--- src/rtl/encoder_16x4_seq_if.sv ---
// Handshake bundle for encoder_16x4_seq: request-vector load side and code output side.
// master = surrounding logic (producer + consumer), slave = the encoder.
interface encoder_16x4_seq_if;
   logic        req_valid;
   logic [15:0] req;
   logic        req_ready;
   logic        out_valid;
   logic [3:0]  out_code;
   logic        out_ready;
   logic        done;

   modport master (
      output req_valid, req, out_ready,
      input  req_ready, out_valid, out_code, done
   );

   modport slave (
      input  req_valid, req, out_ready,
      output req_ready, out_valid, out_code, done
   );
endinterface

--- src/rtl/encoder_16x4_seq.sv ---
// Sequential 16-to-4 encoder: latches a request vector and emits one set-bit index per handshake.
// Fixed priority (highest first) by default; `define ENC_ROUND_ROBIN_EN for round-robin scan order.
module encoder_16x4_seq (
   input  logic              clk,
   input  logic              rst_n,
   encoder_16x4_seq_if.slave bus
);

   typedef enum logic [1:0] {IDLE, EMIT, DONE} state_t;

   state_t      state_q, state_d;
   logic [15:0] pending_q, pending_d;
   logic [3:0]  sel;
   logic        req_ready_c, out_valid_c, done_c;
   logic [3:0]  out_code_c;

`ifdef ENC_ROUND_ROBIN_EN
   logic [3:0]  last_q, last_d;
   logic [3:0]  idx;

   // Scan last-1 downward with wrap; offset 16 lands on last itself, so it is checked last.
   always_comb begin
      sel = '0;
      idx = '0;
      for (int k = 16; k >= 1; k--) begin
         idx = last_q - 4'(k);
         if (pending_q[idx]) sel = idx;
      end
   end
`else
   always_comb begin
      sel = '0;
      for (int k = 0; k < 16; k++) begin
         if (pending_q[k]) sel = 4'(k);
      end
   end
`endif

   always_comb begin
      state_d     = state_q;
      pending_d   = pending_q;
`ifdef ENC_ROUND_ROBIN_EN
      last_d      = last_q;
`endif
      req_ready_c = 1'b0;
      out_valid_c = 1'b0;
      out_code_c  = '0;
      done_c      = 1'b0;
      case (state_q)
         IDLE: begin
            req_ready_c = 1'b1;
            if (bus.req_valid) begin
               pending_d = bus.req;
               state_d   = (bus.req != '0) ? EMIT : DONE;
            end
         end
         EMIT: begin
            out_valid_c = 1'b1;
            out_code_c  = sel;
            if (bus.out_ready) begin
               pending_d = pending_q & ~(16'h0001 << sel);
`ifdef ENC_ROUND_ROBIN_EN
               last_d    = sel;
`endif
               if (pending_d == '0) state_d = DONE;
            end
         end
         DONE: begin
            done_c  = 1'b1;
            state_d = IDLE;
         end
         default: state_d = IDLE;
      endcase
   end

   always_ff @(posedge clk or negedge rst_n) begin
      if (!rst_n) begin
         state_q   <= IDLE;
         pending_q <= '0;
`ifdef ENC_ROUND_ROBIN_EN
         last_q    <= '0;
`endif
      end else begin
         state_q   <= state_d;
         pending_q <= pending_d;
`ifdef ENC_ROUND_ROBIN_EN
         last_q    <= last_d;
`endif
      end
   end

   assign bus.req_ready = req_ready_c;
   assign bus.out_valid = out_valid_c;
   assign bus.out_code  = out_code_c;
   assign bus.done      = done_c;

endmodule
--- src/flat_wrapper.sv ---
// flat-port wrapper written by rule: the top's interface ports become plain ports
module encoder_16x4_seq_flat 
  (clk, rst_n, bus_req_valid, bus_req, bus_out_ready, bus_req_ready, bus_out_valid, bus_out_code, bus_done);
  encoder_16x4_seq_if bus_i ();
  input  logic clk;
  input  logic rst_n;
  input wire logic [$bits(bus_i.req_valid)-1:0] bus_req_valid;
  input wire logic [$bits(bus_i.req)-1:0] bus_req;
  input wire logic [$bits(bus_i.out_ready)-1:0] bus_out_ready;
  output wire logic [$bits(bus_i.req_ready)-1:0] bus_req_ready;
  output wire logic [$bits(bus_i.out_valid)-1:0] bus_out_valid;
  output wire logic [$bits(bus_i.out_code)-1:0] bus_out_code;
  output wire logic [$bits(bus_i.done)-1:0] bus_done;
  assign bus_i.req_valid = bus_req_valid;
  assign bus_i.req = bus_req;
  assign bus_i.out_ready = bus_out_ready;
  assign bus_req_ready = bus_i.req_ready;
  assign bus_out_valid = bus_i.out_valid;
  assign bus_out_code = bus_i.out_code;
  assign bus_done = bus_i.done;
  encoder_16x4_seq u_core (.clk(clk), .rst_n(rst_n), .bus(bus_i));
endmodule
--- config.mk ---
export PLATFORM = sky130hd
export DESIGN_NAME = encoder_16x4_seq_flat
export DESIGN_NICKNAME = d
export VERILOG_FILES = /design/src/rtl/encoder_16x4_seq_if.sv /design/src/rtl/encoder_16x4_seq.sv /design/src/flat_wrapper.sv
export SDC_FILE = /design/constraint.sdc
export NUM_CORES = 1
export LEC_CHECK = 0
export ABC_AREA = 1
export BUFFER_PORTS_ARGS = -buffer_cell sky130_fd_sc_hd__buf_4
export CORE_MARGIN = 4
export CORE_UTILIZATION = 54
export CTS_CLUSTER_SIZE = 28
export DETAILED_ROUTE_END_ITERATION = 16
export GPL_TIMING_DRIVEN = 0
export PLACE_DENSITY = 0.91
export SETUP_SLACK_MARGIN = 0.02
export SLEW_MARGIN = 20
export SYNTH_ARGS = -nofsm -noshare
export SYNTH_HDL_FRONTEND = slang
export SYNTH_SLANG_ARGS = --single-unit
--- constraint.sdc ---
create_clock -name clk -period 2 [get_ports clk]
set_input_delay 0.5 -clock clk [delete_from_list [all_inputs] [get_ports clk]]
set_output_delay 0.5 -clock clk [all_outputs]
set_load 0.1 [all_outputs]
; ---- After elaboration in Yosys (flattened, before gate mapping)
; Index checks and enable logic that the tools add are counted.
[op_classes]
shifts = 1
muxes = 27
reduce_logical = 6
bitwise_logic = 2
eq_ne = 5
[ops]
columns = cell, count
row1 = 4-bit two-way mux, 15
row2 = 16-bit two-way mux, 2
row3 = 16-bit one-hot mux with 2 select lines, 1
row4 = 16-bit bitwise AND, 1
row5 = 16-bit zero test, 1
row6 = 16-bit NOT, 1
row7 = 16-bit nonzero test, 1
row8 = "1-bit by 4-bit left shift with 16-bit output, first input constant", 1
row9 = 2-bit two-way mux, 4
row10 = 3-bit AND reduction, 2
row11 = 1-bit two-way mux, 4
row12 = "2-bit inequality test, second input constant", 2
row13 = 2-bit one-hot mux with 2 select lines, 1
row14 = "2-bit by 1-bit equality test with 1-bit output, second input constant", 1
row15 = "2-bit equality test, second input constant", 1
row16 = 2-bit zero test, 1
row17 = "2-bit by 1-bit inequality test with 1-bit output, second input constant", 1
row18 = 2-bit nonzero test, 1
[totals]
ff_bits = 18
input_bits = 20
word_cells = 43

; ---- Logic depth before layout (Yosys ltp)
; Gate-level depths: netlist of the first run.
[depth]
word_depth = 22
ltp_mapped = 23
depth_no_buf = 23

; ---- Least setup slack after synthesis of the first run
; OpenSTA, ideal clock, no wires.
[synth_timing]
path_kind = register -> output
start = reg u_core.state_q[0]
end = out bus_out_code[0]
arrival_time_ns = 3.372
path_stages_with_launch = 6
required_ns = 1.500
path_buffers = 1
setup_slack_ns = -1.872
cell_sequence = dfrtp_1 -> inv_1 -> nor2_2 -> inv_2 -> clkbuf_1 -> a21oi_1
[synth_between]
elab_chain_len = 2
[synth_rtl]
columns = item, line_no
row1 = start: declaration, encoder_16x4_seq.sv:11  ; state_t state_q, state_d;
row2 = start signal: assignment, encoder_16x4_seq.sv:84  ; state_q <= state_d;
row3 = 2-bit by 1-bit equality test with 1-bit output, encoder_16x4_seq.sv:49  ; case (state_q)
row4 = 4-bit two-way mux, encoder_16x4_seq.sv:49
row5 = end: declaration, flat_wrapper.sv:12  ; output wire logic [$bits(bus_i.out_code)-1:0] bus_out_code;
; No other way between the ends.

; ---- Worst setup path after layout of the first run
[layout_timing]
start = reg u_core.pending_q[2]
end = out bus_out_code[0]
[layout_between]
elab_chain_len = 15
[layout_rtl]
columns = item, line_no
row1 = start: declaration, encoder_16x4_seq.sv:12  ; logic [15:0] pending_q, pending_d;
row2 = start signal: assignment, encoder_16x4_seq.sv:85  ; pending_q <= pending_d;
row3 = 4-bit two-way mux (14 in a row), encoder_16x4_seq.sv:34  ; if (pending_q[k]) sel = 4'(k);
row4 = 4-bit two-way mux, encoder_16x4_seq.sv:49
; No other way between the ends.

==> results of run 1 <==
-- worst reg2reg max path: stages, from the launching register on --
cell	delay, ns
dfrtp_1	0.43
nand2_1	0.08
nand2_1	0.06
nand2_1	0.06
nand2_1	0.05
nand2_1	0.06
nand2_1	0.07
nand2_1	0.07
nand2_1	0.05
nand2_1	0.08
nand2_2	0.09
nand2_4	0.11
buf_4	0.11
nand4_1	0.15
o21ai_2	0.22
nand2_1	0.09
nor2_1	0.11
nand2_1	0.06
nor2_1	0.10
nand2_1	0.11
nand2_1	0.08
nand2_1	0.04
-- final cells by class --
| cell class | count | area (um2) |
|---|---|---|
| clock buffers | 3 | 22.5 |
| well taps | 28 | 35.0 |
| repair buffers | 55 | 487 |
| flip-flops and latches | 18 | 453 |
| multi-input cells | 138 | 851 |
| inverters | 26 | 108 |
| plain buffers | 5 | 47.5 |
| fillers | 95 | 230 |
-- metrics by stage --
step / area [um2] / hold slack [ns] / setup WS [ns] / cells
2_1_floorplan: 1360 / 0.204 / -0.452 / 187
3_3_place_gp: 1590 / 0.381 / -0.119 / 241
3_5_place_dp: 1590 / 0.389 / -0.136 / 241
4_1_cts: 1880 / 0.0652 / -0.361 / 263
5_1_grt: 2000 / 0.0457 / -0.689 / 273
6_report: 2000 / 0.0441 / -0.526 / 273
-- worst paths after layout --
kind,slack (ns),start,endpoint,cells past startpoint
setup / recovery,-0.53,u_core.pending_q[2]$_DFFE_PN0P_,bus_out_code[0],16
hold / removal,0.04,rst_n,u_core.state_q[1]$_DFFE_PN0P_,1
setup reg to reg,-0.37,u_core.pending_q[1]$_DFFE_PN0P_,u_core.state_q[0]$_DFFE_PN0P_,21
hold reg to reg,0.58,u_core.pending_q[13]$_DFFE_PN0P_,u_core.pending_q[13]$_DFFE_PN0P_,2
max in group asynchronous,1.73,rst_n,u_core.pending_q[8]$_DFFE_PN0P_,1
min in group clk,0.46,bus_req[15],u_core.pending_q[15]$_DFFE_PN0P_,3
-- logic make-up (layout without fill, tap and decap cells) --
| family | count (synthesis) | count (layout) |
|---|---|---|
| AOI/OAI and AO/OA | 51 | 51 |
| buffers and inverters | 31 | 89 |
| DFF | 18 | 18 |
| and+or+nand+nor | 87 | 87 |
-- what timing repair did --
item | 4_1_cts | 5_1_grt
buffers inserted | 19 | 11
pin swaps | 7 | 17
setup endpoints to repair | 10 | 16
resized for setup | 35 | 17
-- layer usage --
metal,vias up,GRT usage,part of all wire
met4,0,0.136,0.071
met2,194,0.521,0.47
met1,849,0.361,0.34
li1,753,-,-
met5,-,0,0
met3,58,0.0414,0.12
-- state kept, by name, indices dropped and copies added (netlist names) --
register / count
u_core.pending_q: 16
u_core.state_q: 2
-- placed cells by master (no fill, tap or decap), types with 3 or more instances in the layout --
cell,instances
a21oi_1,8
a21oi_2,3
buf_12,5
buf_4,48
buf_6,3
clkbuf_4,3
dfrtp_1,16
inv_1,14
inv_2,9
nand2_1,34
nand2_2,5
nand2_4,5
nand3_1,6
nand4_1,6
nor2_1,12
nor2_4,7
nor4_1,4
o211ai_1,3
o21ai_0,5
o21ai_1,13
o21ai_2,4
o22ai_1,11
==> results.sh, run 1 <==
export IMPL_crit_chain="inv_2, nand2_1, nand2_1, nand2_1, nand2_1, nand2_1, nand2_1, nand2_1, nand2_1, nand2_1, nand2_2, nand2_4, nand2_4, nand2_4, a21oi_4, buf_12"
export IMPL_ys_types=27
export IMPL_route_detailed_drc=0
export IMPL_via_count=1854
export IMPL_synth_edff_count=0
export IMPL_synth_top_family_by_area="simple AND/OR/NAND/NOR gates"
export IMPL_critPathTopFamily="simple AND/OR/NAND/NOR gates"
export IMPL_synthArstFlopShare=1.00
export IMPL_cts_root_buf="clkbuf_4"
export IMPL_die_w_um=56.8
export IMPL_grt_max_degree=19
export IMPL_period_minus_slack_ns=2.53
export IMPL_insertion_delay_ns=0.30
export IMPL_postSynthAreaPerCell_um2=6.86
export IMPL_drt_iter0_markers=187
export IMPL_cts_hold_buffers=0
export IMPL_tightestPinTransition_ns=0.392
export IMPL_skew_ns=0.00409
export IMPL_yosysMostFrequentCell="nand2_1"
export IMPL_fin_nets=267
export IMPL_status="complete, but fails checks"
export IMPL_cp_arrival_ns=2.03
export IMPL_post_drt_wl_per_cell_um=20.2
export IMPL_grt_overflow=0
export IMPL_clock_path_buffers=2
export IMPL_synthTopCellsByArea="dfrtp_1 (35%), nand2_1 (12%), o21ai_0 (6.6%)"
export IMPL_grt_use_total=0.299
export IMPL_ios=27
export IMPL_synthSimpleGateAreaFrac=0.327
export IMPL_synthAdderAreaFrac=0
export IMPL_slew_limit_headroom=0.736
export IMPL_port_buffers=26
export IMPL_ys_flop_type="dfrtp_1"
export IMPL_clock_sinks=18
export IMPL_violations="negative setup slack"
export IMPL_dp_final_hpwl_um=2860
export IMPL_critPathBufInv=2
export IMPL_clk_pin_slew_ns=0.11
export IMPL_drt_pass1_iterations=9
export IMPL_antenna_left=0
export IMPL_grt_pass1_vias=1678
export IMPL_num_rows=17
export IMPL_required_ns=1.50
export IMPL_ys_seq_area_frac=0.351
export IMPL_setup_violations=13
export IMPL_area_delta_synth_final_pct=56.0
export IMPL_synth_xor_area_share=0
export IMPL_start_util=0.575
export IMPL_fin_util=0.897
export IMPL_synth_compound_area_frac=0.229
export IMPL_clock_fmax_ghz=0.396
export IMPL_yosysTopAreaCell="dfrtp_1"
export IMPL_cp_common_cell="nand2_1"
export IMPL_n_antenna_cell=0
export IMPL_viasPerCell=6.79
export IMPL_drv_slew=0
export IMPL_holdCritPathClass="in -> async"
export IMPL_wl_um=5510
export IMPL_fin_ws_ns=-0.526
export IMPL_hold_viol_final=0
export IMPL_cp_slowest_cell="dfrtp_1"
export IMPL_cap_violations=0
export IMPL_start_kind="flip-flop"
export IMPL_synth_fp_nets=207
export IMPL_yosys_warnings=0
export IMPL_routabilityCongestion=0.909
export IMPL_synth_area_um2=1280
export IMPL_max_stage_delay_ns=0.41
export IMPL_critPathMaxFanout=4
export IMPL_cts_buffers=3
export IMPL_critPathKind="reg -> out"
export IMPL_coreArea_um2=2230
export IMPL_final_setup_tns_ns=-2.58
export IMPL_rsz0062_at_grt="yes"
export IMPL_antenna_found_initial=0
export IMPL_syn_inst=187
export IMPL_dieArea_um2=3220
export IMPL_finalCritPeriodShare=1.26
export IMPL_synth_commonest_cells="nand2_1 (41), inv_1 (22), dfrtp_1 (18), nor2_1 (18), o21ai_0 (17)"
export IMPL_drive_gt1_frac=0.445
export IMPL_synth_mux_area_frac=0
export IMPL_synth_top_area_share=0.351
export IMPL_die_y_um=56.8
export IMPL_endpoint_kind="primary output"
export IMPL_ys_ff_latch=18
export IMPL_cts_tree="done"
export IMPL_ctsHtreeMaxLevel=1
export IMPL_grt_pass1_wl_um=7600
Power of run 1 is left out: the tool's default activity adds up to more than one toggle a clock period on the data nets, which glitch-free logic cannot reach.
==> inputs of run 2 (changes only) <==
--- a/config.mk
+++ b/config.mk
@@ -5,14 +5,13 @@
 export SDC_FILE = /design/constraint.sdc
 export NUM_CORES = 1
 export LEC_CHECK = 0
-export ABC_AREA = 1
 export BUFFER_PORTS_ARGS = -buffer_cell sky130_fd_sc_hd__buf_4
 export CORE_MARGIN = 4
-export CORE_UTILIZATION = 54
+export CORE_UTILIZATION = 53
 export CTS_CLUSTER_SIZE = 28
 export DETAILED_ROUTE_END_ITERATION = 16
 export GPL_TIMING_DRIVEN = 0
-export PLACE_DENSITY = 0.91
+export PLACE_DENSITY = 0.9
 export SETUP_SLACK_MARGIN = 0.02
 export SLEW_MARGIN = 20
 export SYNTH_ARGS = -nofsm -noshare
==> results.sh, run 2 <==
export IMPL_cp_arrival_ns=2.80
export IMPL_mostFrequentLayoutCells="buf_4 (45), nor2_1 (12), o21ai_0 (11), a22o_1 (11), nand2_1 (11)"
export IMPL_die_y_um=56.3
export IMPL_clock_sinks=18
export IMPL_fin_ws_ns=-0.603
export IMPL_setup_violations=14
export IMPL_dp_cells=207
export IMPL_drive_gt1_frac=0.512
export IMPL_hold_ws_ns=0.0364
export IMPL_fin_nets=230
export IMPL_crit_chain="or4_4, buf_6, buf_4, nor3_4, nand2_1, a211oi_1, and3_1, a311oi_1"
export IMPL_synthArstFlopShare=1.00
export IMPL_final_seq_area_um2=463
export IMPL_cts_buffers=3
export IMPL_post_drt_wl_per_cell_um=27.5
export IMPL_clock_path_buffers=2
export IMPL_antenna_left=0
export IMPL_finalCritPeriodShare=1.30
export IMPL_synth_area_um2=1240
export IMPL_grt_max_degree=19
export IMPL_yosys_warnings=0
export IMPL_grt_pass1_wl_um=8430
export IMPL_hold_viol_final=0
export IMPL_endpoint_kind="flip-flop"
export IMPL_start_kind="flip-flop"
export IMPL_yosysMostFrequentCell="nor2_1"
export IMPL_cts_tree="done"
export IMPL_critPathMaxFanout=4
export IMPL_num_rows=17
export IMPL_cts_hold_buffers=0
export IMPL_drt_iter0_markers=238
export IMPL_violations="negative setup slack"
export IMPL_via_count=1804
export IMPL_drv_slew=0
export IMPL_postPlaceCellArea_um2=1590
export IMPL_area_delta_synth_final_pct=69.1
export IMPL_required_ns=2.20
export IMPL_synth_fp_nets=173
export IMPL_route_detailed_drc=0
export IMPL_largestRegisters="u_core.pending_q x16, u_core.state_q x2"
export IMPL_synth_edff_count=0
export IMPL_ys_types=37
export IMPL_drt_pass1_iterations=5
export IMPL_grt_pass1_vias=1696
export IMPL_multiInputGateArea_um2=1030
export IMPL_die_w_um=56.3
export IMPL_postSynthAreaPerCell_um2=8.10
export IMPL_routabilityCongestion=0.913
export IMPL_final_common_cell="buf_4"
export IMPL_yosysTopAreaCell="dfrtp_1"
export IMPL_rsz0062_at_grt="yes"
export IMPL_antenna_found_initial=0
export IMPL_tightestPinTransition_ns=0.532
export IMPL_holdCritPathClass="in -> async"
export IMPL_clock_fmax_ghz=0.384
export IMPL_n_antenna_cell=0
export IMPL_grt_overflow=0
export IMPL_wl_um=6530
export IMPL_coreArea_um2=2210
export IMPL_slew_limit_headroom=0.646
export IMPL_finalInstanceArea_um2=2090
export IMPL_period_minus_slack_ns=2.60
export IMPL_cp_slowest_cell="or4_4"
export IMPL_cts_root_buf="clkbuf_4"
export IMPL_ctsHtreeMaxLevel=1
export IMPL_critPathKind="reg -> reg"
export IMPL_synthTopCellsByArea="dfrtp_1 (36%), a22o_1 (7.8%), o21ai_0 (6.5%)"
export IMPL_num_fill_cells=66
export IMPL_grt_use_total=0.342
export IMPL_insertion_delay_ns=0.31
export IMPL_ys_ff_latch=18
export IMPL_viasPerCell=7.61
export IMPL_status="complete, but fails checks"
export IMPL_fin_cells=237
export IMPL_final_setup_tns_ns=-3.67
export IMPL_dieArea_um2=3170
export IMPL_skew_ns=0.00100
export IMPL_syn_inst=153
export IMPL_largest_reg_flops=16
export IMPL_cap_violations=0
export IMPL_top_register="u_core.pending_q"
export IMPL_dp_final_hpwl_um=2810
export IMPL_ys_seq_area_frac=0.364
export IMPL_start_util=0.560
export IMPL_port_buffers=26
export IMPL_clk_pin_slew_ns=0.12
export IMPL_synth_commonest_cells="nor2_1 (19), dfrtp_1 (18), o21ai_0 (16)"
export IMPL_synth_top_area_share=0.364
export IMPL_ios=27
export IMPL_max_stage_delay_ns=0.57
export IMPL_ys_flop_type="dfrtp_1"
run 2: what timing repair did:
item,CTS,global route
setup buffers,16,11
pin swaps,11,6
resized for setup,44,28
setup endpoints to repair,19,19
run 2: per-layer routing:
metal,vias to the layer above,global-route usage,wire length (um)
met5,-,0,0
met4,0,0.193,522
met3,68,0.0552,966
met2,204,0.556,2880
met1,845,0.427,2160
li1,687,-,-
run 2: final cells by class:
cell class              instances  area share
repair buffers                 53       0.231
multi-input cells             124       0.493
inverters                       6      0.0108
flip-flops and latches         18       0.221
clock buffers                   4      0.0173
plain buffers                   4     0.00956
well taps                      28      0.0167
run 2: logic make-up (layout without fill, tap and decap cells):
kind of cell | Yosys count | after routing | synth area share
AOI/OAI and AO/OA | 62 | 62 | 0.346
buffers and inverters | 11 | 67 | 0.0333
DFF | 18 | 18 | 0.364
muxes | 1 | 1 | 0.00808
and+or+nand+nor | 61 | 61 | 0.248
run 2: path summary, 6_finish.rpt:
check                      cells after the start                             from                          endpoint  slack (ns)
setup / recovery                               8  u_core.pending_q[4]$_DFFE_PN0P_     u_core.state_q[0]$_DFFE_PN0P_       -0.60
hold / removal                                 1                            rst_n  u_core.pending_q[13]$_DFFE_PN0P_        0.04
setup reg to reg                               8  u_core.pending_q[4]$_DFFE_PN0P_     u_core.state_q[0]$_DFFE_PN0P_       -0.60
hold reg to reg                                1  u_core.pending_q[0]$_DFFE_PN0P_   u_core.pending_q[0]$_DFFE_PN0P_        0.58
max in group asynchronous                      1                            rst_n  u_core.pending_q[14]$_DFFE_PN0P_        1.74
min in group clk                               2                    bus_out_ready     u_core.state_q[0]$_DFFE_PN0P_        0.38
run 2: critical path: cells and delay by family, from the launching register on:
kind            cells  cell delay (ns)
compound gates      2             0.54
flops               1             0.47
buf+inv             2             0.30
simple gates        4             1.18
run 2: stage by stage:
stage	utilization	setup slack, ns
6_report	0.947	-0.603
5_1_grt	0.947	-0.592
4_1_cts	0.860	-0.468
3_5_place_dp	0.719	-0.502
3_3_place_gp	0.719	-0.464
2_1_floorplan	-	-0.357
Power of run 2 is left out for the same reason.
==> inputs of run 3 (changes only) <==
--- a/config.mk
+++ b/config.mk
@@ -13,7 +13,9 @@
 export GPL_TIMING_DRIVEN = 0
 export PLACE_DENSITY = 0.9
 export SETUP_SLACK_MARGIN = 0.02
+export SKIP_CTS_REPAIR_TIMING = 1
 export SLEW_MARGIN = 20
 export SYNTH_ARGS = -nofsm -noshare
 export SYNTH_HDL_FRONTEND = slang
 export SYNTH_SLANG_ARGS = --single-unit
+export TNS_END_PERCENT = 5
==> results.sh, run 3 (synthesis results as in run 2) <==
export IMPL_status="complete, but fails checks"
export IMPL_violations="negative setup slack"
export IMPL_cp_slowest_cell="a2111oi_4"
export IMPL_grt_max_degree=19
export IMPL_area_delta_synth_final_pct=37.6
export IMPL_skew_ns=0.00265
export IMPL_cts_buffers=3
export IMPL_ios=27
export IMPL_port_buffers=26
export IMPL_top_usage_layer="met2"
export IMPL_start_kind="flip-flop"
export IMPL_num_rows=17
export IMPL_max_stage_delay_ns=0.45
export IMPL_r2r_start="u_core.pending_q[4]$_DFFE_PN0P_"
export IMPL_via_count=1410
export IMPL_finalCritPeriodShare=1.26
export IMPL_grt_pass1_wl_um=6240
export IMPL_r2r_slack_ns=-0.46
export IMPL_grt_util_met2=0.412
export IMPL_rr_endpoint="u_core.state_q[0]$_DFFE_PN0P_"
export IMPL_dieArea_um2=3170
export IMPL_met3_usage=0.0345
export IMPL_period_minus_slack_ns=2.52
export IMPL_drv_slew=0
export IMPL_antenna_left=0
export IMPL_cap_violations=0
export IMPL_dp_final_hpwl_um=2890
export IMPL_antenna_found_initial=0
export IMPL_top_register="u_core.pending_q"
export IMPL_tightestPinTransition_ns=0.524
export IMPL_route_detailed_drc=0
export IMPL_fin_cells=216
export IMPL_viasPerCell=6.53
export IMPL_fin_util=0.770
export IMPL_clock_sinks=18
export IMPL_r2r_cells=6
export IMPL_die_w_um=56.3
export IMPL_holdCritPathClass="in -> async"
export IMPL_final_common_cell="buf_4"
export IMPL_grt_overflow=0
export IMPL_drt_pass1_iterations=4
export IMPL_clock_path_buffers=2
export IMPL_hold_viol_final=0
export IMPL_grt_use_total=0.245
export IMPL_endpoint_kind="primary output"
export IMPL_start_util=0.560
export IMPL_cts_tree="done"
export IMPL_routabilityCongestion=0.943
export IMPL_clk_pin_slew_ns=0.11
export IMPL_insertion_delay_ns=0.29
export IMPL_critPathKind="reg -> out"
export IMPL_coreArea_um2=2210
export IMPL_cp_arrival_ns=2.02
export IMPL_setup_violations=19
export IMPL_mostFrequentLayoutCells="buf_4 (29), nor2_1 (15), o21ai_0 (15)"
export IMPL_hold_ws_ns=0.0525
export IMPL_rsz0062_at_grt="yes"
export IMPL_fin_ws_ns=-0.516
export IMPL_fin_nets=209
export IMPL_num_fill_cells=157
export IMPL_largestRegisters="u_core.pending_q x16, u_core.state_q x2"
export IMPL_wl_um=4050
export IMPL_ctsHtreeMaxLevel=1
export IMPL_drive_gt1_frac=0.346
export IMPL_required_ns=1.50
export IMPL_cp_common_cell="o21bai_4"
export IMPL_n_antenna_cell=0
export IMPL_dp_slack_ns=-0.561
export IMPL_drt_iter0_markers=81
export IMPL_cts_root_buf="clkbuf_4"
export IMPL_clock_fmax_ghz=0.397
export IMPL_crit_chain="nand2b_4, a2111oi_4, o21bai_4, o21bai_4, a21oi_2, nor2_4, buf_12"
export IMPL_post_drt_wl_per_cell_um=18.7
export IMPL_slew_limit_headroom=0.648
export IMPL_largest_reg_flops=16
export IMPL_dp_cells=207
export IMPL_die_y_um=56.3
export IMPL_critPathMaxFanout=4
export IMPL_grt_pass1_vias=1307
export IMPL_grt_use_met1=0.321
## run 3: per-stage QoR
step                instance area, um2  setup TNS, ns
floorplan                         1310          -1.72
global placement                  1540          -5.71
detailed placement                1540          -5.74
CTS                               1570          -8.04
global route                      1700          -8.53
finish                            1700          -6.07
## run 3: cell type report
class                      count  area (um2)  share of cell area
clock buffer                   4        36.3              0.0213
multi-input combinational    124         885               0.519
tap                           28        35.0              0.0206
sequential                    18         457               0.268
timing repair buffer          31         249               0.146
buffer                         5        20.0              0.0117
inverter                       6        22.5              0.0132
## run 3: how the worst max path moves through the flow
stage / from / endpoint / slack (ns) / depth (start not counted)
6_report: u_core.pending_q[2]$_DFFE_PN0P_ / bus_out_code[0] / -0.52 / 7
5_1_grt: u_core.pending_q[2]$_DFFE_PN0P_ / bus_out_code[0] / -0.61 / 7
4_1_cts: u_core.pending_q[5]$_DFFE_PN0P_ / bus_out_code[0] / -0.83 / 7
3_5_place_dp: u_core.pending_q[12]$_DFFE_PN0P_ / u_core.state_q[0]$_DFFE_PN0P_ / -0.56 / 7
3_3_place_gp: u_core.pending_q[12]$_DFFE_PN0P_ / u_core.state_q[0]$_DFFE_PN0P_ / -0.57 / 7
2_1_floorplan: u_core.pending_q[5]$_DFFE_PN0P_ / bus_out_code[0] / -0.36 / 6
## run 3: critical path: cells and delay by family (launching register included)
| kind | cells | cell delay (ns) |
|---|---|---|
| AOI/OAI and AO/OA | 4 | 0.86 |
| DFF | 1 | 0.43 |
| and+or+nand+nor | 2 | 0.26 |
| buffers and inverters | 1 | 0.18 |
## run 3: per-layer routing
metal | routed length [um] | vias to the layer above | share of wire
li1 | - | 652 | -
met1 | 1660 | 662 | 0.41
met2 | 1930 | 82 | 0.48
met3 | 334 | 14 | 0.083
met4 | 116 | 0 | 0.029
met5 | 0 | - | 0
Power of run 3 is left out for the same reason.
